## src/rtl/ycr1_wb_burst_mst_if.sv

```systemverilog
// Wishbone burst bus between ycr1_wb_burst_mst and its responder.
interface ycr1_wb_burst_mst_if #(
  parameter int unsigned YCR1_WB_WIDTH = 32
);
  logic                     wbd_stb_o;
  logic                     wbd_we_o;
  logic [YCR1_WB_WIDTH-1:0] wbd_adr_o;
  logic [YCR1_WB_WIDTH-1:0] wbd_dat_o;
  logic [3:0]               wbd_sel_o;
  logic [7:0]               wbd_bl_o;
  logic [YCR1_WB_WIDTH-1:0] wbd_dat_i;
  logic                     wbd_ack_i;
  logic                     wbd_lack_i;
  logic                     wbd_err_i;

  modport master (
    output wbd_stb_o, wbd_we_o, wbd_adr_o, wbd_dat_o, wbd_sel_o, wbd_bl_o,
    input  wbd_dat_i, wbd_ack_i, wbd_lack_i, wbd_err_i
  );

  modport slave (
    input  wbd_stb_o, wbd_we_o, wbd_adr_o, wbd_dat_o, wbd_sel_o, wbd_bl_o,
    output wbd_dat_i, wbd_ack_i, wbd_lack_i, wbd_err_i
  );
endinterface

```

## src/rtl/ycr1_wb_burst_mst.sv

```systemverilog
// Wishbone burst master: one command -> up to 32 beats in a 128-byte window.
// Define YCR1_WB_MST_TIMEOUT_EN to abort bursts whose responder stops acking.
module ycr1_wb_burst_mst #(
  parameter int unsigned YCR1_WB_WIDTH = 32
) (
  input  logic                     clk,
  input  logic                     rst_n,
  input  logic                     cmd_req_i,
  input  logic                     cmd_we_i,
  input  logic [YCR1_WB_WIDTH-1:0] cmd_adr_i,
  input  logic [3:0]               cmd_sel_i,
  input  logic [7:0]               cmd_bl_i,
  output logic                     cmd_ack_o,
  output logic [4:0]               wdata_beat_o,
  input  logic [YCR1_WB_WIDTH-1:0] wdata_i,
  output logic                     rdata_vld_o,
  output logic [YCR1_WB_WIDTH-1:0] rdata_o,
  output logic                     rdata_last_o,
  output logic                     done_o,
  output logic                     err_o,
  ycr1_wb_burst_mst_if.master      wbd
);

  typedef enum logic [1:0] {ST_IDLE, ST_BUSY, ST_GAP} state_e;

  state_e                   state_q, state_d;
  logic                     we_q, we_d;
  logic [24:0]              base_q, base_d;
  logic [3:0]               sel_q, sel_d;
  logic [7:0]               bl_q, bl_d;
  logic [4:0]               beat_q, beat_d;
  logic                     rvld_q, rvld_d;
  logic [YCR1_WB_WIDTH-1:0] rdata_q, rdata_d;
  logic                     rlast_q, rlast_d;
  logic                     done_q, done_d;
  logic                     berr_q, berr_d;
  logic                     acc_c, rej_c;
  logic                     bl_ok, last_beat, busy, to_hit;
  logic                     unused_adr;

  assign unused_adr = ^cmd_adr_i[6:0];
  assign bl_ok      = (cmd_bl_i != 8'd0) && (cmd_bl_i <= 8'd32);
  assign last_beat  = ({3'b000, beat_q} == (bl_q - 8'd1));
  assign busy       = (state_q == ST_BUSY);

`ifdef YCR1_WB_MST_TIMEOUT_EN
  logic [7:0] to_q, to_d;

  always_comb begin
    to_d   = to_q;
    to_hit = 1'b0;
    if (state_q == ST_IDLE) begin
      to_d = '0;
    end else if (busy) begin
      if (wbd.wbd_ack_i) begin
        to_d = '0;
      end else begin
        to_d   = to_q + 8'd1;
        to_hit = (to_d == 8'hFF);
      end
    end
  end

  always_ff @(posedge clk or negedge rst_n) begin
    if (!rst_n) to_q <= '0;
    else        to_q <= to_d;
  end
`else
  assign to_hit = 1'b0;
`endif

  always_comb begin
    state_d = state_q;
    we_d    = we_q;
    base_d  = base_q;
    sel_d   = sel_q;
    bl_d    = bl_q;
    beat_d  = beat_q;
    rvld_d  = 1'b0;
    rdata_d = rdata_q;
    rlast_d = 1'b0;
    done_d  = 1'b0;
    berr_d  = 1'b0;
    acc_c   = 1'b0;
    rej_c   = 1'b0;
    case (state_q)
      ST_IDLE: begin
        if (cmd_req_i) begin
          acc_c = 1'b1;
          if (bl_ok) begin
            we_d    = cmd_we_i;
            base_d  = cmd_adr_i[31:7];
            sel_d   = cmd_sel_i;
            bl_d    = cmd_bl_i;
            beat_d  = '0;
            state_d = ST_BUSY;
          end else begin
            rej_c = 1'b1;
          end
        end
      end
      ST_BUSY: begin
        // Error (or timeout) wins over any ack presented in the same cycle.
        if (wbd.wbd_err_i || to_hit) begin
          berr_d  = 1'b1;
          state_d = ST_GAP;
        end else if (wbd.wbd_ack_i) begin
          beat_d = beat_q + 5'd1;
          if (!we_q) begin
            rvld_d  = 1'b1;
            rdata_d = wbd.wbd_dat_i;
          end
          if (last_beat || wbd.wbd_lack_i) begin
            rlast_d = ~we_q;
            done_d  = last_beat;
            berr_d  = ~last_beat;
            state_d = ST_GAP;
          end
        end
      end
      ST_GAP:  state_d = ST_IDLE;
      default: state_d = ST_IDLE;
    endcase
  end

  always_ff @(posedge clk or negedge rst_n) begin
    if (!rst_n) begin
      state_q <= ST_IDLE;
      we_q    <= 1'b0;
      base_q  <= '0;
      sel_q   <= '0;
      bl_q    <= '0;
      beat_q  <= '0;
      rvld_q  <= 1'b0;
      rdata_q <= '0;
      rlast_q <= 1'b0;
      done_q  <= 1'b0;
      berr_q  <= 1'b0;
    end else begin
      state_q <= state_d;
      we_q    <= we_d;
      base_q  <= base_d;
      sel_q   <= sel_d;
      bl_q    <= bl_d;
      beat_q  <= beat_d;
      rvld_q  <= rvld_d;
      rdata_q <= rdata_d;
      rlast_q <= rlast_d;
      done_q  <= done_d;
      berr_q  <= berr_d;
    end
  end

  // Accept/reject is answered in the request cycle; rst_n masks it while held in reset.
  assign cmd_ack_o    = acc_c & rst_n;
  assign err_o        = berr_q | (rej_c & rst_n);
  assign done_o       = done_q;
  assign rdata_vld_o  = rvld_q;
  assign rdata_o      = rdata_q;
  assign rdata_last_o = rlast_q;
  assign wdata_beat_o = beat_q;

  assign wbd.wbd_stb_o = busy;
  assign wbd.wbd_we_o  = busy & we_q;
  assign wbd.wbd_adr_o = busy ? {base_q, beat_q, 2'b00} : '0;
  assign wbd.wbd_dat_o = (busy && we_q) ? wdata_i : '0;
  assign wbd.wbd_sel_o = busy ? sel_q : '0;
  assign wbd.wbd_bl_o  = busy ? bl_q : '0;

endmodule

```

## src/flat_wrapper.sv

```systemverilog
// flat-port wrapper written by rule: the top's interface ports become plain ports
module ycr1_wb_burst_mst_flat 
#(
  parameter int unsigned YCR1_WB_WIDTH = 32
)
  (clk, rst_n, cmd_req_i, cmd_we_i, cmd_adr_i, cmd_sel_i, cmd_bl_i, cmd_ack_o, wdata_beat_o, wdata_i, rdata_vld_o, rdata_o, rdata_last_o, done_o, err_o, wbd_wbd_stb_o, wbd_wbd_we_o, wbd_wbd_adr_o, wbd_wbd_dat_o, wbd_wbd_sel_o, wbd_wbd_bl_o, wbd_wbd_dat_i, wbd_wbd_ack_i, wbd_wbd_lack_i, wbd_wbd_err_i);
  ycr1_wb_burst_mst_if #(.YCR1_WB_WIDTH(YCR1_WB_WIDTH)) wbd_i ();
  input  logic clk;
  input  logic rst_n;
  input  logic cmd_req_i;
  input  logic cmd_we_i;
  input  logic [YCR1_WB_WIDTH-1:0] cmd_adr_i;
  input  logic [3:0] cmd_sel_i;
  input  logic [7:0] cmd_bl_i;
  output logic cmd_ack_o;
  output logic [4:0] wdata_beat_o;
  input  logic [YCR1_WB_WIDTH-1:0] wdata_i;
  output logic rdata_vld_o;
  output logic [YCR1_WB_WIDTH-1:0] rdata_o;
  output logic rdata_last_o;
  output logic done_o;
  output logic err_o;
  output wire logic [$bits(wbd_i.wbd_stb_o)-1:0] wbd_wbd_stb_o;
  output wire logic [$bits(wbd_i.wbd_we_o)-1:0] wbd_wbd_we_o;
  output wire logic [$bits(wbd_i.wbd_adr_o)-1:0] wbd_wbd_adr_o;
  output wire logic [$bits(wbd_i.wbd_dat_o)-1:0] wbd_wbd_dat_o;
  output wire logic [$bits(wbd_i.wbd_sel_o)-1:0] wbd_wbd_sel_o;
  output wire logic [$bits(wbd_i.wbd_bl_o)-1:0] wbd_wbd_bl_o;
  input wire logic [$bits(wbd_i.wbd_dat_i)-1:0] wbd_wbd_dat_i;
  input wire logic [$bits(wbd_i.wbd_ack_i)-1:0] wbd_wbd_ack_i;
  input wire logic [$bits(wbd_i.wbd_lack_i)-1:0] wbd_wbd_lack_i;
  input wire logic [$bits(wbd_i.wbd_err_i)-1:0] wbd_wbd_err_i;
  assign wbd_wbd_stb_o = wbd_i.wbd_stb_o;
  assign wbd_wbd_we_o = wbd_i.wbd_we_o;
  assign wbd_wbd_adr_o = wbd_i.wbd_adr_o;
  assign wbd_wbd_dat_o = wbd_i.wbd_dat_o;
  assign wbd_wbd_sel_o = wbd_i.wbd_sel_o;
  assign wbd_wbd_bl_o = wbd_i.wbd_bl_o;
  assign wbd_i.wbd_dat_i = wbd_wbd_dat_i;
  assign wbd_i.wbd_ack_i = wbd_wbd_ack_i;
  assign wbd_i.wbd_lack_i = wbd_wbd_lack_i;
  assign wbd_i.wbd_err_i = wbd_wbd_err_i;
  ycr1_wb_burst_mst #(.YCR1_WB_WIDTH(YCR1_WB_WIDTH)) u_core (.clk(clk), .rst_n(rst_n), .cmd_req_i(cmd_req_i), .cmd_we_i(cmd_we_i), .cmd_adr_i(cmd_adr_i), .cmd_sel_i(cmd_sel_i), .cmd_bl_i(cmd_bl_i), .cmd_ack_o(cmd_ack_o), .wdata_beat_o(wdata_beat_o), .wdata_i(wdata_i), .rdata_vld_o(rdata_vld_o), .rdata_o(rdata_o), .rdata_last_o(rdata_last_o), .done_o(done_o), .err_o(err_o), .wbd(wbd_i));
endmodule
```

## config.mk

```make
export PLATFORM = sky130hd
export DESIGN_NAME = ycr1_wb_burst_mst_flat
export DESIGN_NICKNAME = d
export VERILOG_FILES = /design/src/rtl/ycr1_wb_burst_mst_if.sv /design/src/rtl/ycr1_wb_burst_mst.sv /design/src/flat_wrapper.sv
export SDC_FILE = /design/constraint.sdc
export NUM_CORES = 1
export LEC_CHECK = 0
export BUFFER_PORTS_ARGS = -buffer_cell sky130_fd_sc_hd__buf_2
export CELL_PAD_IN_SITES_DETAIL_PLACEMENT = 1
export CELL_PAD_IN_SITES_GLOBAL_PLACEMENT = 2
export CORE_MARGIN = 2
export CORE_UTILIZATION = 24
export CTS_BUF_LIST = sky130_fd_sc_hd__clkbuf_8
export CTS_CLUSTER_DIAMETER = 120
export DETAILED_ROUTE_END_ITERATION = 10
export PLACE_DENSITY = 0.76
export SYNTH_ARGS = -nofsm -noshare
export SYNTH_HDL_FRONTEND = slang
export SYNTH_SLANG_ARGS = --single-unit
```

## constraint.sdc

```tcl
create_clock -name clk -period 2.1 [get_ports clk]
set_input_delay 0.42 -clock clk [delete_from_list [all_inputs] [get_ports clk]]
set_output_delay 0.42 -clock clk [all_outputs]
set_load 0.01 [all_outputs]
```

Word-level counts from Yosys, hierarchy flattened. Index checks and enable logic that the tools add are counted. W data, S select, Z words.

Add/sub/neg operators: 2. Magnitude comparators: 1. Eq/ne operators: 8. Mux-type cells: 36. Bitwise operators: 7. Reduce and logical (&&, ||, !) cells: 10.

Operators by type and width (count): $mux W32 (2); $mux W1 (21); $mux W5 (4); $mux W2 (5); $pmux W5 S2 (1); $eq A5 B8 Y1 (1); $le A8 B6 Y1 const B (1); $mux W8 (1); $reduce_and A4 Y1 (2); $reduce_bool A8 Y1 (1); $sub A8 B1 Y8 const B (1); $ne A2 B2 Y1 const B (3); $ne A3 B3 Y1 const B (2); $add A5 B1 Y5 const B (1); $reduce_and A5 Y1 (1); $mux W4 (1); $pmux W2 S2 (1); $and A1 B1 Y1 (3); $not A1 Y1 (3); $reduce_and A3 Y1 (1); $eq A2 B1 Y1 const B (1); $logic_and A1 B1 Y1 (2); $logic_not A2 Y1 (1); $ne A2 B1 Y1 const B (1); other kinds (3) (3).

Flip-flop bits (word level): 81. Input bits: 115. Word-level logic and storage cells: 75.

Depth between registers and ports, before layout. Gate-level depths: netlist of run 1.

Depth after elaboration: 7. Mapped depth: 7.

Least setup slack after synthesis of run 1. OpenSTA, ideal clock, no wires.

Kind: input port to flip-flop. From: input port cmd_bl_i[0]. To: register u_core.base_q[10]. Arrival: 2.051 ns. Data required time: 1.975 ns. Setup slack: -0.076 ns. Cell stages on the path: 6. Buffers on the path: 2. Cell sequence: or4_4 or3_4 and4_1 buf_6 buf_12 mux2_4.

Word-level cells in the longest chain between the ends: 3.

RTL lines: start: declaration (line flat_wrapper.sv:14) `input logic [7:0] cmd_bl_i;`; $le A8 B6 Y1 / $reduce_bool A8 Y1 (equally long branches) (line ycr1_wb_burst_mst.sv:42) `assign bl_ok = (cmd_bl_i != 8'd0) && (cmd_bl_i <= 8'd32);`; $logic_and A1 B1 Y1 * (line ycr1_wb_burst_mst.sv:42); $reduce_and A3 Y1 (no line) *; end signal: assignment (line ycr1_wb_burst_mst.sv:142) `base_q <= base_d;`; end: declaration (line ycr1_wb_burst_mst.sv:28) `logic [24:0] base_q, base_d;`.

Mark *: on every way between the ends. The rest lies on a longest branch, timed or not. A chain may end at the register's enable or synchronous reset.

Worst setup path in the final report of run 1.
From: input port cmd_bl_i[4]. To: register u_core.base_q[20].

The elaborated chain is that of the path after synthesis.

==> impl_metrics.ini, run 1 <==
[grt]
antenna_found_initial = 1
grt_max_degree = 37
grt_pass1_vias = 3813
grt_use_total = 0.146
grt_overflow = 0
grt_pass1_wl_mm = 20.5

[layout]
drive_gt1_frac = 0.668
area_growth_pct = 61.2
instances_no_fill = 824
seqCellArea_um2 = 2030
finalNetCount = 715
final_util = 0.396
fillers = 1894
multiInputGateArea_um2 = 2100

[clocking]
clock_path_buffers = 2
cts_tree = done
clk_pin_slew_ps = 80
insertion_delay_ps = 360
cts_made_buffers = 9
cts_sinks = 81
cts_root_buf = clkbuf_8
htreeDepth = 3

[place]
numPortBuffers = 225
dp.cells = 792
dpl.hpwl_mm = 10.1
place_congestion = 0.776
place_ws_ps = -305

[sta]
layout_worst_path_cycle_share = 1.03
slew_violations = 0
max_freq_ghz = 0.464
setup_slack_ps = -54.0
rsz0062_at_grt = true
final_hold_viol_count = 0
layout_min_cycle_time_ps = 2150
finalSetupViolations = 67
skew_ps = 8.43
holdWs_ps = 289

[setup_path]
worst_ep_required_time_ps = 2340
crit_arrival_ps = 2400
critPathLaunchType = input port
path_max_fanout = 12
crit_path_end_kind = flop
crit_type = in2reg

[synthesis]
synthesis.area_um2 = 4090
synthSimpleGateAreaFrac = 0.196
avgSynthCellArea_um2 = 12.0
synth-main-ff-cell = dfrtp_1
ys_warn_count = 0
synth_edf_count = 0
synth.distinct_cells = 46
muxShareOfSynthArea = 0.200
synth_fa_ha_area_frac = 0.00612
async_reset_ff_frac = 1.00
synth_seq_cells = 81
synth_seq_area_share = 0.496
synth_xor_area_frac = 0.0128
synth_top_family_by_area = multiplexers
synth_compound_area_frac = 0.0434
netlist_instances = 340

[floorplan]
io_pins = 235
design.core.area_um2 = 16600
die-area_um2 = 18100
initial_core_util = 0.246
die_w_um = 135
die_y_um = 135
rows = 47

[route]
routed_wl_mm = 14.8
via_per_inst = 4.45
drcViolationCount = 0
wl_per_cell_um = 18.0
drt-initial-drc-count = 109
drtAntennaViolNets = 0
drt_first_pass_iters = 4
vias = 3663

[power_and_ir_drop]
vdd_drop_max_mv = 0.386
p_per_area_nw_per_um2 = 812
p_leak_uw = 0.00336

[outcome]
violations = setup timing
status = complete, but fails checks

[hold_path]
hp-class = in2reg

[flow_run]
maxCapViolCount = 0
sequential cells by signal, indices dropped and copies added (netlist names), 2 cells and up:
name                 flops
u_core.base_q           25
u_core.bl_q              8
u_core.rdata_o          32
u_core.sel_q             4
u_core.state_q           2
u_core.wdata_beat_o      5
logic make-up (layout without fill, tap and decap cells):
group	Yosys count	in the layout
other cells	1	3
buf+inv	29	291
simple gates	132	132
compound gates	26	26
flops	81	81
xor+xnor	6	6
mux	63	63
fa+ha+maj	2	2
area by class of cell:
class,count,share of cell area
antenna,1,0.000380
tap,220,0.0418
sequential,81,0.307
clock inverter,6,0.0161
multi-input combinational,231,0.319
clock buffer,10,0.0209
inverter,7,0.00588
timing repair buffer,268,0.289
path summary, 6_finish.rpt:
path / slack (ps) / depth (start not counted) / to / startpoint
setup / recovery: -50 / 7 / u_core.base_q[20]$_DFFE_PN0P_ / cmd_bl_i[4]
hold / removal: 290 / 2 / u_core.sel_q[0]$_DFFE_PN0P_ / cmd_sel_i[0]
setup reg to reg: 70 / 7 / u_core.rdata_o[1]$_DFFE_PN0P_ / u_core.state_q[0]$_DFFE_PN0P_
hold reg to reg: 510 / 1 / u_core.rdata_o[21]$_DFFE_PN0P_ / u_core.rdata_o[21]$_DFFE_PN0P_
max in group asynchronous: 920 / 3 / u_core.rdata_o[8]$_DFFE_PN0P_ / rst_n
min in group asynchronous: 450 / 2 / u_core.berr_q$_DFF_PN0_ / rst_n
per-stage QoR:
| step | instance area [µm²] | setup TNS [ps] | power [µW] |
|---|---|---|---|
| 2_1_floorplan | 4090 | -2200 | 3110 |
| 3_5_place_dp | 5600 | -9870 | 3830 |
| 6_report | 6590 | -1720 | 5350 |
| 3_3_place_gp | 5600 | -8190 | 3750 |
| 4_1_cts | 5960 | -647 | 5300 |
| 5_1_grt | 6590 | -5390 | 5670 |
layer usage:
metal	GRT usage	vias up	share of wire
met5	0	-	0
met4	0.0409	0	0.014
met3	0.0465	14	0.050
met2	0.254	126	0.52
met1	0.175	1825	0.41
li1	-	1698	-
worst max-delay path, cell delays in order:
cell	delay [ps]
buf_6	90
or4_4	550
or3_4	360
buf_4	140
and4_2	310
clkbuf_16	220
mux2_4	300
what timing repair did:
action                                  CTS  global route
pin swaps                                 4            29
gates cloned                              2             6
gates resized for setup                  12            92
hold buffers                              1             0
endpoints found under the setup margin   70            61
hold endpoints to repair                 13             0
setup buffers                             4             3
cells in the final DEF, fill, tap and decap left out, types with 3 or more instances in the layout:
master	count
bufinv_16	3
xnor2_1	6
nor3_1	3
clkbuf_16	6
nand2_1	15
inv_1	8
nand3b_1	3
nor2b_1	3
nand4_1	3
clkbuf_8	10
buf_2	182
mux2_4	29
buf_12	3
buf_4	31
o211ai_1	4
and2_1	22
dfrtp_1	81
and3_4	24
and2_4	21
nor2_1	11
o21ai_0	8
and3_1	9
buf_6	43
mux2_2	33
cell usage after synthesis (2+ instances only):
cell type,number,share of area
nand3_1,3,0.0037
ha_1,2,0.0061
nand2b_1,2,0.0031
buf_2,3,0.0037
nand4_1,3,0.0046
a31oi_1,2,0.0031
and3_1,33,0.050
o211ai_1,4,0.0073
buf_4,2,0.0037
o21ba_2,2,0.0049
dfrtp_1,81,0.50
o21ai_0,10,0.012
buf_12,3,0.015
and2_1,43,0.066
nand2_1,15,0.014
nand3b_1,3,0.0055
nor3b_1,3,0.0055
nor2b_1,3,0.0046
nor3_1,3,0.0037
inv_1,7,0.0064
mux2_2,33,0.091
clkbuf_1,12,0.011
nor2_1,11,0.010
a21oi_1,2,0.0024
xnor2_1,6,0.013
mux2_4,29,0.11
report_power, final:
part	switching [µW]	total, µW	internal, µW
logic	741	1690	951
registers	282	2270	1980
clock network	575	1390	819
Power figures use the tool's default switching activity.
==> inputs of run 2 (changes only) <==
--- a/config.mk
+++ b/config.mk
@@ -14,6 +14,8 @@
 export CTS_CLUSTER_DIAMETER = 120
 export DETAILED_ROUTE_END_ITERATION = 10
 export PLACE_DENSITY = 0.76
+export SETUP_SLACK_MARGIN = 0.05
+export SKIP_CTS_REPAIR_TIMING = 1
 export SYNTH_ARGS = -nofsm -noshare
 export SYNTH_HDL_FRONTEND = slang
 export SYNTH_SLANG_ARGS = --single-unit
==> run 2 against run 1 <==
The run still ends with setup timing left. Die area unchanged. Setup slack got worse by 110 ps. Clock skew hardly changed. Register-to-register slack worse by 140 ps. Hold slack worse by 130 ps. Global-route usage down 0.62 points. Via count is 1.9% higher. Critical path depth did not move. Maximum frequency shrank 5.0%. Cell area is 6.0% higher. Final cell count up 0.97%. Largest cell class is now non-clock buffers.
==> impl_metrics.ini, run 2 (synthesis results as in run 1) <==
[clocking]
cts_made_buffers = 9
cts_sinks = 81
insertion_delay_ps = 360
htreeDepth = 3
clk_pin_slew_ps = 80
cts_tree = done
cts_root_buf = clkbuf_8
clock_path_buffers = 2

[route]
drt-initial-drc-count = 130
routed_wl_mm = 15.9
wl_per_cell_um = 19.1
drcViolationCount = 0
drt_first_pass_iters = 4
vias = 3734
via_per_inst = 4.49
drtAntennaViolNets = 0

[sta]
rsz0062_at_grt = true
layout_worst_path_cycle_share = 1.08
tightest_slew_ps = 658
setup_slack_ps = -167
final_hold_viol_count = 0
finalSetupViolations = 28
max_freq_ghz = 0.441
layout_min_cycle_time_ps = 2270
slew_violations = 0
skew_ps = 8.65
slew_headroom = 0.560

[floorplan]
io_pins = 235
design.core.area_um2 = 16600
die-area_um2 = 18100
rows = 47
initial_core_util = 0.246
die_y_um = 135
die_w_um = 135

[place]
numPortBuffers = 225
place_congestion = 0.776
dpl.hpwl_mm = 10.1
placed_area_um2 = 5600

[setup_path]
worst_ep_required_time_ps = 1680
reg2reg_depth = 6
crit_arrival_ps = 1850
critPathLaunchType = input port
crit_path_start = cmd_bl_i[4]
r2r_start = u_core.state_q[0]$_DFFE_PN0P_
crit_path_end_kind = output port
crit_type = in2out
path_max_fanout = 4

[grt]
antenna_found_initial = 1
grt_pass1_vias = 3716
grt_use_total = 0.140
grt_pass1_wl_mm = 19.7
grt_overflow = 0
grt_max_degree = 73

[layout]
fin_area_um2 = 6990
largest_reg_flops = 32
area_growth_pct = 70.8
final_cell_mix = 153 x buf_2, 80 x dfrtp_1, 77 x buf_6, 39 x and2_4, 33 x mux2_2
final_util = 0.420
drive_gt1_frac = 0.712
finalNetCount = 723
layout_commonest_cell = buf_2

[hold_path]
hp-class = in2async

[power_and_ir_drop]
p_leak_uw = 0.00346
vdd_drop_max_mv = 0.365
p_per_area_nw_per_um2 = 783

[outcome]
violations = setup timing
status = complete, but fails checks

[flow_run]
maxCapViolCount = 0
==> run 2: cell types whose count changed in the layout (fill, tap and decap cells not counted), moves of 7 or more <==
cell,previous run,this run
buf_6,43,77
buf_2,182,153
and2_1,22,4
and2_4,21,39
and3_1,9,2
and3_4,24,31
==> run 2: metal layers <==
| layer | share of wire | vias to the layer above | wire length (µm) | global-route usage |
|---|---|---|---|---|
| li1 | - | 1713 | - | - |
| met1 | 0.42 | 1879 | 6680 | 0.167 |
| met2 | 0.52 | 125 | 8270 | 0.245 |
| met3 | 0.046 | 17 | 729 | 0.0450 |
| met4 | 0.014 | 0 | 227 | 0.0357 |
| met5 | 0 | - | 0 | 0 |
==> run 2: layout make-up <==
type	count	area, µm²
repair buffers	274	2190
multi-input cells	231	2180
clock inverters	6	106
flip-flops and latches	81	2030
inverters	7	38.8
clock buffers	10	138
repair inverters	2	32.5
diodes	1	2.50
fillers	1821	9660
well taps	220	275
==> run 2: per-stage QoR <==
step | power [µW] | instances | hold WS [ps] | TNS [ps] | setup slack (ps)
global placement | 3750 | 792 | 308 | -8190 | -254
floorplan | 3110 | 341 | 124 | -2200 | -76.3
detailed placement | 3830 | 792 | 303 | -9870 | -305
global route | 5790 | 832 | 172 | -6030 | -243
CTS | 5270 | 808 | -111 | -3730 | -208
finish | 5470 | 832 | 158 | -860 | -167
==> run 2: final timing paths <==
path                                                      end  slack (ps)
setup / recovery                                        err_o        -170
hold reg to reg                u_core.rdata_o[21]$_DFFE_PN0P_         510
setup reg to reg           u_core.wdata_beat_o[3]$_DFFE_PN0P_         -70
max in group asynchronous       u_core.state_q[1]$_DFFE_PN0P_         960
hold / removal                   u_core.base_q[7]$_DFFE_PN0P_         160
min in group clk                u_core.base_q[19]$_DFFE_PN0P_         290
==> run 2: critical path, cell delays in order <==
cell and delay, ps:
buf_6 90, or4_4 550, or3_4 390, buf_6 130
nand3_2 50, a21o_1 100, buf_2 120
==> run 2: report_power, final <==
part	internal (µW)	switching, µW	leakage [µW]	total (µW)
clock network	819	586	0.000129	1400
logic	1010	771	0.00231	1780
registers	1980	299	0.00101	2280
total	3810	1660	0.00346	5470
==> inputs of run 3 (changes only) <==
--- a/config.mk
+++ b/config.mk
@@ -9,11 +9,11 @@
 export CELL_PAD_IN_SITES_DETAIL_PLACEMENT = 1
 export CELL_PAD_IN_SITES_GLOBAL_PLACEMENT = 2
 export CORE_MARGIN = 2
-export CORE_UTILIZATION = 24
+export CORE_UTILIZATION = 27
 export CTS_BUF_LIST = sky130_fd_sc_hd__clkbuf_8
 export CTS_CLUSTER_DIAMETER = 120
 export DETAILED_ROUTE_END_ITERATION = 10
-export PLACE_DENSITY = 0.76
+export PLACE_DENSITY = 0.81
 export SETUP_SLACK_MARGIN = 0.05
 export SKIP_CTS_REPAIR_TIMING = 1
 export SYNTH_ARGS = -nofsm -noshare
==> constraint.sdc (replaced) <==
create_clock -name clk -period 2.6 [get_ports clk]
set_input_delay 0.52 -clock clk [delete_from_list [all_inputs] [get_ports clk]]
set_output_delay 0.52 -clock clk [all_outputs]
set_load 0.01 [all_outputs]
==> run 3 against run 2 <==
The run now ends clean. Clock power is 26% lower. Die area down 11%. Combinational power shrank 34%. Largest cell class is now registers. Highest routed layer unchanged.
==> impl_metrics.ini, run 3 (synthesis results as in run 1) <==
[outcome]
status = completed

[setup_path]
crit_arrival_ps = 1930
reg2reg_to = u_core.wdata_beat_o[3]$_DFFE_PN0P_
crit_path_end = err_o
crit_path_end_kind = output port
reg2reg_depth = 5
path_max_fanout = 4
crit_type = in2out
worst_ep_required_time_ps = 2080
r2r_start = u_core.state_q[0]$_DFFE_PN0P_
crit_path_start = cmd_bl_i[0]
critPathLaunchType = input port
ff2ff_setup_slack_ps = 390

[grt]
use_met1 = 0.184
grt_pass1_vias = 3709
grt_overflow = 0
grt_use_total = 0.155
grt_pass1_wl_mm = 19.7
grt.busiest_layer = met2
grt_max_degree = 82
grtUsageMet2 = 0.275
grt_use_met3 = 0.0415
antenna_found_initial = 0

[clocking]
cts_tree = done
cts_made_buffers = 9
clk_pin_slew_ps = 80
insertion_delay_ps = 360
clock_path_buffers = 2
cts_sinks = 81
htreeDepth = 3
cts_root_buf = clkbuf_8

[hold_path]
hp-class = in2reg
hold_depth = 3

[floorplan]
die_y_um = 127
rows = 44
io_pins = 235
die-area_um2 = 16100
initial_core_util = 0.279
design.core.area_um2 = 14600
die_w_um = 127

[layout]
final_cell_mix = 224 x buf_2, 81 x dfrtp_1, 43 x and2_1, 33 x and3_1, 33 x mux2_2
multiInputGateArea_um2 = 1900
drive_gt1_frac = 0.564
finalNetCount = 681
seqCellArea_um2 = 2030
largest_reg_flops = 32
area_growth_pct = 37.5
n_antenna_cell = 0
layout_commonest_cell = buf_2
fillers = 1714

[power_and_ir_drop]
vdd_drop_max_mv = 0.276
clkPwrFrac = 0.255
switching_share = 0.304
p_switching_uw = 1230
p_int_uw = 2810
p_leak_uw = 0.00311
p_per_area_nw_per_um2 = 718
pwr-share-comb = 0.292
pwr-share-seq = 0.453

[sta]
tns_ps = 0
slew_headroom = 0.302
setup_slack_ps = 149
max_freq_ghz = 0.408
final_hold_viol_count = 0
layout_worst_path_cycle_share = 0.943
rsz0062_at_grt = false
finalSetupViolations = 0
slew_violations = 0
layout_min_cycle_time_ps = 2450
skew_ps = 6.31
tightest_slew_ps = 1050

[route]
drt_first_pass_iters = 4
drcViolationCount = 0
vias = 3440
drt-initial-drc-count = 106
routed_wl_mm = 12.5
drtAntennaViolNets = 0
wl_per_cell_um = 16.6
via_per_inst = 4.57

[place]
dpl.hpwl_mm = 9.40
numPortBuffers = 225
place_congestion = 0.748
place_ws_ps = 22.6

[flow_run]
maxCapViolCount = 0
==> run 3: cell types whose count changed in the layout (fill, tap and decap cells not counted), sizes merged <==
cell         before  now
bufinv            3    2
diode             1    0
clkbuf           18   10
buf             265  234
inv               9    8
dlygate4sd3       1    0
==> run 3: worst min path at each step <==
stage / startpoint / end / slack (ps)
after floorplan: rst_n / u_core.base_q[0]$_DFFE_PN0P_ / 220
after global placement: u_core.base_q[0]$_DFFE_PN0P_ / u_core.base_q[0]$_DFFE_PN0P_ / 480
after detailed placement: u_core.base_q[6]$_DFFE_PN0P_ / u_core.base_q[6]$_DFFE_PN0P_ / 490
after CTS: cmd_bl_i[3] / u_core.bl_q[3]$_DFFE_PN0P_ / 340
after global routing: cmd_adr_i[26] / u_core.base_q[19]$_DFFE_PN0P_ / 350
final: cmd_bl_i[3] / u_core.bl_q[3]$_DFFE_PN0P_ / 370
==> run 3: power groups by stage <==
stage,clock network [µW],logic (µW),registers [µW]
finish,1030,1180,1830
global route,1130,1290,1880
floorplan,0,616,1890
detailed placement,0,1190,1860
global placement,0,1150,1830
CTS,1080,1200,1830
==> run 3: layout make-up <==
class | count | area share
clock inverter | 6 | 0.0147
sequential | 81 | 0.360
multi-input combinational | 231 | 0.338
clock buffer | 10 | 0.0245
timing repair buffer | 234 | 0.217
tap | 184 | 0.0409
inverter | 7 | 0.00467
==> run 3: metrics by stage <==
step,instances,instance area [µm²],hold WS [ps],utilization,total power (µW)
after global routing,753,5620,354,0.384,4300
after CTS,753,5620,342,0.383,4110
after detailed placement,737,5400,488,0.368,3050
after floorplan,341,4090,224,-,2510
after global placement,737,5400,481,0.368,2980
final,753,5620,368,0.384,4040
==> run 3: routing by layer <==
metal	vias up	share of wire
met1	1706	0.41
met5	-	0
met3	11	0.050
met2	101	0.52
li1	1622	-
met4	0	0.012
==> run 3: critical path: stages <==
cell     delay (ps)
buf_2           110
or4_4           560
o21ai_0         300
nand3_1         120
a21o_1          190
buf_2           130
